### src/rtl/bram_epp_reader_if.sv
// EPP host port plus BRAM read port of the read-back engine.
// master = host/BRAM side, slave = bram_epp_reader.
interface bram_epp_reader_if #(
   parameter int ADDR_W = 12,
   parameter int DATA_W = 8
) ();
   logic              dataStb;
   logic [1:0]        addrEpp;
   logic              eppWrite;
   logic [DATA_W-1:0] busEppIn;
   logic [DATA_W-1:0] busEppOut;
   logic              eppWait;
   logic [ADDR_W-1:0] busBramAddr;
   logic              bramEn;
   logic [DATA_W-1:0] busBramIn;

   // Handshake: host drops dataStb and holds addrEpp/eppWrite/busEppIn steady;
   // eppWait high means busEppOut is valid (read) or the write was taken, and
   // it stays high until the host raises dataStb again.
   modport master (
      output dataStb, addrEpp, eppWrite, busEppIn, busBramIn,
      input  busEppOut, eppWait, busBramAddr, bramEn
   );

   modport slave (
      input  dataStb, addrEpp, eppWrite, busEppIn, busBramIn,
      output busEppOut, eppWait, busBramAddr, bramEn
   );
endinterface

### src/rtl/bram_epp_reader.sv
// EPP read-back engine: host sets a BRAM address, then streams bytes out via reg 2.
// Optional READBACK_CRC_EN: reg 3 returns a running CRC-8 of delivered bytes.
module bram_epp_reader #(
   parameter int ADDR_W = 12,
   parameter int DATA_W = 8
) (
   input  logic                 clk,
   input  logic                 rst,
   bram_epp_reader_if.slave     bus,
   output logic [1:0]           state_dbg
);

   localparam int HI_W = ADDR_W - 8;

   typedef enum logic [1:0] {IDLE, FETCH, LATCH, HOLD} state_t;

   state_t            state, state_nxt;
   logic              s1, s2, s3;
   logic              strobe_start;
   logic [1:0]        sel_q;
   logic              wr_q;
   logic [ADDR_W-1:0] addr;
   logic              do_latch, do_release;
   logic              bram_en, epp_wait;
   logic              inc_addr, clear_reg0;
   logic [DATA_W-1:0] status_byte;
   logic [DATA_W-1:0] rd_data;

   always_ff @(posedge clk or posedge rst) begin
      if (rst) begin
         s1 <= 1'b1;
         s2 <= 1'b1;
         s3 <= 1'b1;
      end else begin
         s1 <= bus.dataStb;
         s2 <= s1;
         s3 <= s2;
      end
   end

   assign strobe_start = ~s2 & s3;

   always_ff @(posedge clk or posedge rst) begin
      if (rst) state <= IDLE;
      else     state <= state_nxt;
   end

   always_comb begin
      state_nxt  = state;
      bram_en    = 1'b0;
      epp_wait   = 1'b0;
      do_latch   = 1'b0;
      do_release = 1'b0;
      case (state)
         IDLE:  if (strobe_start) state_nxt = FETCH;
         FETCH: begin
            bram_en   = 1'b1;
            state_nxt = LATCH;
         end
         LATCH: begin
            do_latch  = 1'b1;
            state_nxt = HOLD;
         end
         HOLD: begin
            epp_wait = 1'b1;
            // an early release is seen here too, so HOLD still lasts one cycle
            if (s2) begin
               do_release = 1'b1;
               state_nxt  = IDLE;
            end
         end
         default: state_nxt = IDLE;
      endcase
   end

   assign bus.bramEn      = bram_en;
   assign bus.eppWait     = epp_wait;
   assign bus.busBramAddr = addr;
   assign state_dbg       = state;

   always_ff @(posedge clk or posedge rst) begin
      if (rst) begin
         sel_q <= 2'd0;
         wr_q  <= 1'b0;
      end else if (state == IDLE && strobe_start) begin
         sel_q <= bus.addrEpp;
         wr_q  <= bus.eppWrite;
      end
   end

   assign inc_addr   = do_release & ~wr_q & (sel_q == 2'd2);
   assign clear_reg0 = do_latch & wr_q & (sel_q == 2'd0);

   always_ff @(posedge clk or posedge rst) begin
      if (rst) begin
         addr <= '0;
      end else if (do_latch && wr_q) begin
         if (sel_q == 2'd0) addr[7:0]        <= bus.busEppIn[7:0];
         if (sel_q == 2'd1) addr[ADDR_W-1:8] <= bus.busEppIn[HI_W-1:0];
      end else if (inc_addr) begin
         addr <= addr + 1'b1;
      end
   end

`ifdef READBACK_CRC_EN
   logic [7:0] crc;

   function automatic logic [7:0] crc8_next(input logic [7:0] c, input logic [7:0] d);
      logic [7:0] r;
      r = c ^ d;
      for (int i = 0; i < 8; i++)
         r = r[7] ? ((r << 1) ^ 8'h07) : (r << 1);
      return r;
   endfunction

   always_ff @(posedge clk or posedge rst) begin
      if (rst)
         crc <= 8'h00;
      else if (clear_reg0)
         crc <= 8'h00;
      else if (do_latch && !wr_q && sel_q == 2'd2)
         crc <= crc8_next(crc, bus.busBramIn[7:0]);
   end

   assign status_byte = DATA_W'(crc);
`else
   logic wrap;

   // sticky until the host rewrites the low address byte
   always_ff @(posedge clk or posedge rst) begin
      if (rst)
         wrap <= 1'b0;
      else if (clear_reg0)
         wrap <= 1'b0;
      else if (inc_addr && (&addr))
         wrap <= 1'b1;
   end

   assign status_byte = DATA_W'(wrap);
`endif

   always_comb begin
      rd_data = '0;
      case (sel_q)
         2'd0:    rd_data = DATA_W'(addr[7:0]);
         2'd1:    rd_data = DATA_W'(addr[ADDR_W-1:8]);
         2'd2:    rd_data = bus.busBramIn;
         default: rd_data = status_byte;
      endcase
   end

   always_ff @(posedge clk or posedge rst) begin
      if (rst)
         bus.busEppOut <= '0;
      else if (do_latch && !wr_q)
         bus.busEppOut <= rd_data;
   end

endmodule

### src/flat_wrapper.sv
// flat-port wrapper written by rule: the top's interface ports become plain ports
module bram_epp_reader_flat 
#(
   parameter int ADDR_W = 12,
   parameter int DATA_W = 8
)
  (clk, rst, state_dbg, bus_dataStb, bus_addrEpp, bus_eppWrite, bus_busEppIn, bus_busBramIn, bus_busEppOut, bus_eppWait, bus_busBramAddr, bus_bramEn);
  bram_epp_reader_if #(.ADDR_W(ADDR_W), .DATA_W(DATA_W)) bus_i ();
  input  logic clk;
  input  logic rst;
  output logic [1:0] state_dbg;
  input wire logic [$bits(bus_i.dataStb)-1:0] bus_dataStb;
  input wire logic [$bits(bus_i.addrEpp)-1:0] bus_addrEpp;
  input wire logic [$bits(bus_i.eppWrite)-1:0] bus_eppWrite;
  input wire logic [$bits(bus_i.busEppIn)-1:0] bus_busEppIn;
  input wire logic [$bits(bus_i.busBramIn)-1:0] bus_busBramIn;
  output wire logic [$bits(bus_i.busEppOut)-1:0] bus_busEppOut;
  output wire logic [$bits(bus_i.eppWait)-1:0] bus_eppWait;
  output wire logic [$bits(bus_i.busBramAddr)-1:0] bus_busBramAddr;
  output wire logic [$bits(bus_i.bramEn)-1:0] bus_bramEn;
  assign bus_i.dataStb = bus_dataStb;
  assign bus_i.addrEpp = bus_addrEpp;
  assign bus_i.eppWrite = bus_eppWrite;
  assign bus_i.busEppIn = bus_busEppIn;
  assign bus_i.busBramIn = bus_busBramIn;
  assign bus_busEppOut = bus_i.busEppOut;
  assign bus_eppWait = bus_i.eppWait;
  assign bus_busBramAddr = bus_i.busBramAddr;
  assign bus_bramEn = bus_i.bramEn;
  bram_epp_reader #(.ADDR_W(ADDR_W), .DATA_W(DATA_W)) u_core (.clk(clk), .rst(rst), .bus(bus_i), .state_dbg(state_dbg));
endmodule
### config.mk
export PLATFORM = sky130hd
export DESIGN_NAME = bram_epp_reader_flat
export DESIGN_NICKNAME = d
export VERILOG_FILES = /design/src/rtl/bram_epp_reader_if.sv /design/src/rtl/bram_epp_reader.sv /design/src/flat_wrapper.sv
export SDC_FILE = /design/constraint.sdc
export NUM_CORES = 1
export LEC_CHECK = 0
export CAP_MARGIN = 20
export CORE_UTILIZATION = 55
export DETAILED_ROUTE_END_ITERATION = 8
export DONT_BUFFER_PORTS = 1
export GPL_TIMING_DRIVEN = 0
export PLACE_DENSITY = 0.7
export SETUP_SLACK_MARGIN = 0.15
export SYNTH_ARGS = -nofsm -noshare
export SYNTH_HDL_FRONTEND = slang
export SYNTH_SLANG_ARGS = --single-unit
### constraint.sdc
create_clock -name clk -period 2.9 [get_ports clk]
set_clock_uncertainty 0.05 [all_clocks]
set_input_delay 0.29 -clock clk [delete_from_list [all_inputs] [get_ports clk]]
set_output_delay 0.29 -clock clk [all_outputs]
set_load 0.05 [all_outputs]
==> flow_summary.ini, run 1 <==
[clocking]
cts-root-buf = clkbuf_4
clkSlewWorstSetupHoldPaths_ns = 0.10
cts_max_level = 2
cts_tree = built
cts_buffer_depth = 2
clk_latency_ns = 0.34
clkSinkCount = 29
post_cts_buffers = 0
cts_made_buffers = 5

[timing]
max_slew_margin_pct = 55.2
slew_viol_final = 0
period_minus_slack_ns = 2.38
fin_tns_setup_ns = 0
hold_viol_final = 0
tightestPinTransition_ns = 0.672
fin_crit_sh_pct = 82.2
max_freq_ghz = 0.419
rsz0062_at_grt = no
setup_viol = 0

[routing]
wl_met3_microns = 250
drc = 0
detail_route.iter0.violations = 65
vias = 1325
met1_length_microns = 1600
highest_layer = met4
wl_per_cell_microns = 17.2
drt_first_pass_iters = 4
wl_met2_microns = 1720
viasPerCell = 6.31
routed_wl_microns = 3620
ant_nets = 0

[min_path]
hold-path-endpoint = u_core.bus.busBramAddr[1]$_DFFE_PP0P_
hold_depth = 2
min-delay-start = bus_busEppIn[1]
hold_path_class = input port to flip-flop

[run]
cap_violations = 0

[cells_and_area]
final_layout_size_suffix_gt1_share_pct = 12.8
syn2layout_area_growth_pct = 10.6
fillers = 252
multiInputGateArea_sq_um = 838
postLayoutCoreUtil_pct = 64.5
num_antenna_cells = 0
ff_latch_area_sq_um = 729
fin_nets = 206

[grt]
grt_pass1_wl_microns = 5900
grt_overflow = 0
grt_usage_pct = 24.4
antenna_found_initial = 0
grt_pass1_vias = 1245
grt_max_degree = 30

[die]
die_h_microns = 56.3
initial_utilization_pct = 58.3
io_pins = 46
fp.dieW_microns = 56.3
dieArea_sq_mm = 0.00317
core-area_sq_mm = 0.00278
rows = 19

[place]
numPortBuffers = 0
hpwl_microns = 2690
place_congestion = 0.859

[worst_setup_path]
path_max_fanout = 5
crit_slowest_cell = dfrtp_1
path_cells = ha_1 > nand4b_4 > and4bb_1 > a21oi_1 > a311oi_1
reg2reg_setup_slack_ns = 0.52
r2r_start = u_core.state_dbg[1]$_DFFE_PP0P_
regToRegEndpoint = u_core.bus.busBramAddr[11]$_DFFE_PP0P_
path_class = flip-flop to flip-flop
r2r_cells = 5
arrival_ns = 2.57
worstSetupEndpointType = flip-flop
start_kind = flip-flop
critPathRequiredTime_ns = 3.09
cp_slowest_stage_delay_ns = 0.69

[synthesis]
synth_cell_types = 42
synth_area_sq_mm = 0.00162
synthesis.nets = 196
synth-edff-count = 0
synth_most_common_cell = dfrtp_1
netlist_top_cells_count = dfrtp_1 (26), nand2_1 (19), o21ai_0 (17)
ys_seq_elements = 29
synth_top_area_share_pct = 40.1
avgSynthCellArea_sq_um = 9.65
synth_seq_area_share_pct = 45.0
yosys_warnings = 0
synthCells = 168
synthFlopType = dfrtp_1
synth_largest_area_cell = dfrtp_1
ys_top_cells_by_area = dfrtp_1 (40%), o21ai_0 (5.2%), mux2i_1 (4.9%)
async_flop_share_pct = 100

[power_and_ir_drop]
ir_worst_vdd_mv = 0.937
p_leak_uw = 0.000817
power_density_mw_per_mm2 = 1300

[status]
outcome = complete, no violations
==> cell usage in the layout (no fill, tap or decap), types with 4 or more instances in the layout <==
cell type,count
ha_1,6
inv_1,5
mux2_2,4
nand2_1,19
clkbuf_4,5
clkbuf_1,4
a31oi_1,5
nand3_1,5
nor2_1,15
nand2b_1,4
o21ai_0,17
mux2i_1,8
dfrtp_1,26
a21oi_1,11
==> flip-flops by register name, indices dropped and copies added (netlist names) <==
signal / count
u_core.bus.busBramAddr: 12
u_core.s2: 1
u_core.state_dbg: 2
u_core.wr_q: 1
u_core.wrap: 1
u_core.sel_q: 2
u_core.s3: 1
u_core.bus.busEppOut: 8
u_core.s1: 1
==> per-stage QoR <==
step / hold slack [ns] / setup WS [ns] / instance area (sq um) / cells / power (uW)
2_1_floorplan: 0.244 / 0.713 / 1620 / 168 / 1780
3_3_place_gp: 0.245 / 0.601 / 1660 / 199 / 1930
3_5_place_dp: 0.245 / 0.532 / 1660 / 199 / 1970
4_1_cts: 0.0427 / 0.511 / 1760 / 208 / 2320
5_1_grt: 0.0293 / 0.413 / 1790 / 210 / 2470
6_report: 0.0395 / 0.515 / 1790 / 210 / 2330
==> worst max-delay path by stage <==
stage / start / endpoint / slack (ns) / depth (start not counted)
4_1_cts: u_core.state_dbg[1]$_DFFE_PP0P_ / u_core.bus.busBramAddr[11]$_DFFE_PP0P_ / 0.51 / 5
2_1_floorplan: u_core.state_dbg[1]$_DFFE_PP0P_ / u_core.bus.busBramAddr[11]$_DFFE_PP0P_ / 0.71 / 5
6_report: u_core.state_dbg[1]$_DFFE_PP0P_ / u_core.bus.busBramAddr[11]$_DFFE_PP0P_ / 0.52 / 5
5_1_grt: u_core.state_dbg[1]$_DFFE_PP0P_ / u_core.bus.busBramAddr[11]$_DFFE_PP0P_ / 0.41 / 5
3_3_place_gp: u_core.state_dbg[1]$_DFFE_PP0P_ / u_core.bus.busBramAddr[11]$_DFFE_PP0P_ / 0.60 / 5
3_5_place_dp: u_core.state_dbg[1]$_DFFE_PP0P_ / u_core.bus.busBramAddr[11]$_DFFE_PP0P_ / 0.53 / 5
==> kinds of logic (layout without fill, tap and decap cells) <==
group | Yosys count | in the layout | share of synthesized area, %
muxes | 13 | 13 | 9.34
buffers and inverters | 11 | 22 | 3.32
and+or+nand+nor | 60 | 60 | 19.3
AOI/OAI and AO/OA | 49 | 49 | 18.4
DFF | 29 | 29 | 45.0
adders and majority gates | 6 | 6 | 4.63
==> routing by layer <==
layer / GRT usage, % / up-vias
li1: - / 638
met1: 31.6 / 638
met2: 37.1 / 42
met3: 7.60 / 7
met4: 11.8 / 0
met5: 0 / -
==> where the power goes <==
part	total, uW	internal [uW]	switching [uW]
logic	806	341	465
registers	1170	542	628
clock network	352	206	146
total	2330	1090	1240
==> worst max-delay path: cells and delay by family (launching register included) <==
kind	cells	cell delay [ns]
compound gates	2	0.31
flops	1	0.69
fa+ha+maj	1	0.68
simple gates	2	0.57
==> timing repair <==
action,in CTS,in global routing
endpoints found under the hold margin,1,8
hold buffers,1,1
setup endpoints to repair,0,0
gates resized for setup,0,0
==> cell type report <==
type                       count  area share, %
buffer                         6           1.95
clock buffer                   7           3.07
clock inverter                 1           1.67
inverter                       5           1.05
multi-input combinational    128           46.8
sequential                    29           40.7
tap                           31           2.16
timing repair buffer           3           2.65
No activity file was read; power rests on OpenSTA's default activity.
==> run 2: changes to the inputs <==
--- a/config.mk
+++ b/config.mk
@@ -10,7 +10,7 @@
 export DETAILED_ROUTE_END_ITERATION = 8
 export DONT_BUFFER_PORTS = 1
 export GPL_TIMING_DRIVEN = 0
-export PLACE_DENSITY = 0.7
+export PLACE_DENSITY = 0.73
 export SETUP_SLACK_MARGIN = 0.15
 export SYNTH_ARGS = -nofsm -noshare
 export SYNTH_HDL_FRONTEND = slang
==> constraint.sdc (replaced) <==
create_clock -name clk -period 1.9 [get_ports clk]
set_clock_uncertainty 0.05 [all_clocks]
set_input_delay 0.19 -clock clk [delete_from_list [all_inputs] [get_ports clk]]
set_output_delay 0.19 -clock clk [all_outputs]
set_load 0.05 [all_outputs]
==> flow_summary.ini, run 2 (same netlist as run 1, synthesis figures left out) <==
[routing]
ant_nets = 0
wl_per_cell_microns = 17.9
viasPerCell = 6.33
drt_first_pass_iters = 6
detail_route.iter0.violations = 71
routed_wl_microns = 3950
vias = 1400
drc = 0

[power_and_ir_drop]
p_sw_uw = 1990
power_uw = 3690
power_density_mw_per_mm2 = 1880
p_seq_share_pct = 50.5
power.internal_uw = 1690
ir_worst_vdd_mv = 1.34
pwr-share-clk_pct = 11.8
p_leak_uw = 0.000846
pwr-share-comb_pct = 37.7
switching_share_pct = 54.1

[cells_and_area]
largest_reg_flops = 12
final_layout_size_suffix_gt1_share_pct = 27.4
fillers = 207
most-common-layout-cells = nand2_1 (18), dfrtp_1 (17), o21ai_0 (16), nor2_1 (13), dlygate4sd3_1 (8)
syn2layout_area_growth_pct = 21.0
fin_nets = 217
num_antenna_cells = 0
final_common_cell = nand2_1
final_cell_area_sq_mm = 0.00196

[worst_setup_path]
cp-startpoint = u_core.state_dbg[0]$_DFFE_PP0P_
arrival_ns = 2.01
start_kind = flip-flop
regToRegEndpoint = u_core.bus.busBramAddr[9]$_DFFE_PP0P_
r2r_start = u_core.state_dbg[0]$_DFFE_PP0P_
path_class = flip-flop to flip-flop
r2r_cells = 6
critPathRequiredTime_ns = 2.06
worstSetupEndpointType = flip-flop
path_max_fanout = 7
reg2reg_setup_slack_ns = 0.05

[die]
io_pins = 46
die_h_microns = 56.3
fp.dieW_microns = 56.3
dieArea_sq_mm = 0.00317
core-area_sq_mm = 0.00278
initial_utilization_pct = 58.3
rows = 19

[grt]
grt_max_degree = 30
met2_usage_pct = 40.6
grtUsageMet1_pct = 36.0
busiest_layer = met2
grt_pass1_vias = 1363
grt_overflow = 0
grt_pass1_wl_microns = 6560
gr-usage-met3_pct = 10.6
antenna_found_initial = 0
grt_usage_pct = 26.9

[place]
post-place-ws_ns = -0.122
placed_cell_area_sq_mm = 0.00168
place_congestion = 0.904
hpwl_microns = 2720
numPortBuffers = 0

[timing]
setup_viol = 0
slew_viol_final = 0
hold_viol_final = 0
max_slew_margin_pct = 56.7
rsz0062_at_grt = yes
setup_ws_ns = 0.0454
whs_ns = 0.0219
period_minus_slack_ns = 1.85
max_freq_ghz = 0.539
tightestPinTransition_ns = 0.650
fin_crit_sh_pct = 97.6

[min_path]
hold-path-endpoint = u_core.bus.busEppOut[7]$_DFFE_PP0P_
hold_path_class = input port to flip-flop
min-delay-start = bus_busBramIn[7]
hold_depth = 2

[status]
outcome = complete, no violations

[clocking]
clk_latency_ns = 0.33
cts-root-buf = clkbuf_4
cts_tree = built
clkSlewWorstSetupHoldPaths_ns = 0.09
clkSinkCount = 29
cts_max_level = 2
cts_made_buffers = 5
cts_buffer_depth = 2

[run]
cap_violations = 0
-- run 2: cell count changes in the layout (fill, tap and decap cells not counted), sizes merged --
| cell | previous run | this run |
|---|---|---|
| buf | 4 | 9 |
| dlygate4sd3 | 2 | 8 |
| bufinv | 1 | 0 |
| clkinv | 0 | 1 |
-- run 2: worst max-delay path, stage by stage (launching register included) --
cell      delay [ns]
dfrtp_4         0.60
inv_4           0.11
ha_4            0.18
nand4b_1        0.25
o21a_1          0.22
nor3_1          0.24
nor4_2          0.08
-- run 2: final cells by class --
type                       count  area [sq um]  share of cell area [%]
timing repair buffer          14           133                    6.76
buffer                         6          42.5                    2.17
inverter                       5          21.3                    1.08
clock inverter                 1          5.00                   0.255
tap                           31          38.8                    1.98
sequential                    29           751                    38.3
clock buffer                   7          65.1                    3.32
multi-input combinational    128           906                    46.2
-- run 2: per-layer routing --
metal / share of wire [%] / routed length, microns / up-vias
li1: - / - / 654
met1: 40 / 1590 / 652
met2: 48 / 1900 / 84
met3: 9.8 / 385 / 10
met4: 1.6 / 64 / 0
met5: 0 / 0 / -
-- run 2: stage by stage --
stage,setup TNS (ns),utilization [%],std cells
after floorplan,0,-,168
after global placement,-0.191,60.3,199
after detailed placement,-0.375,60.3,199
after CTS,0,66.9,216
after global routing,0,70.5,221
final,0,70.5,221
-- run 2: worst max-delay path by stage --
stage	end	slack, ns	cells after the start
floorplan	u_core.bus.busBramAddr[8]$_DFFE_PP0P_	0.16	5
global placement	u_core.bus.busBramAddr[8]$_DFFE_PP0P_	-0.08	5
detailed placement	u_core.bus.busBramAddr[10]$_DFFE_PP0P_	-0.12	5
CTS	u_core.bus.busBramAddr[10]$_DFFE_PP0P_	0.07	5
global route	u_core.bus.busBramAddr[9]$_DFFE_PP0P_	0.002	6
finish	u_core.bus.busBramAddr[9]$_DFFE_PP0P_	0.05	6
-- run 2: power by group through the flow --
stage                     registers, uW  logic, uW  clock network (uW)
after floorplan                    1720       1040                   0
after global placement             1800       1190                   0
after detailed placement           1820       1230                   0
after CTS                          1820       1300                 438
after global routing               1900       1560                 475
final                              1860       1390                 436
-- run 2: what timing repair did --
item / CTS / global route
endpoints found under the hold margin: 25 / 1
cloned: 0 / 1
setup endpoints to repair: 21 / 20
hold buffers: 7 / 1
pin swaps: 2 / 7
resized for setup: 11 / 19
setup buffers: 2 / 2
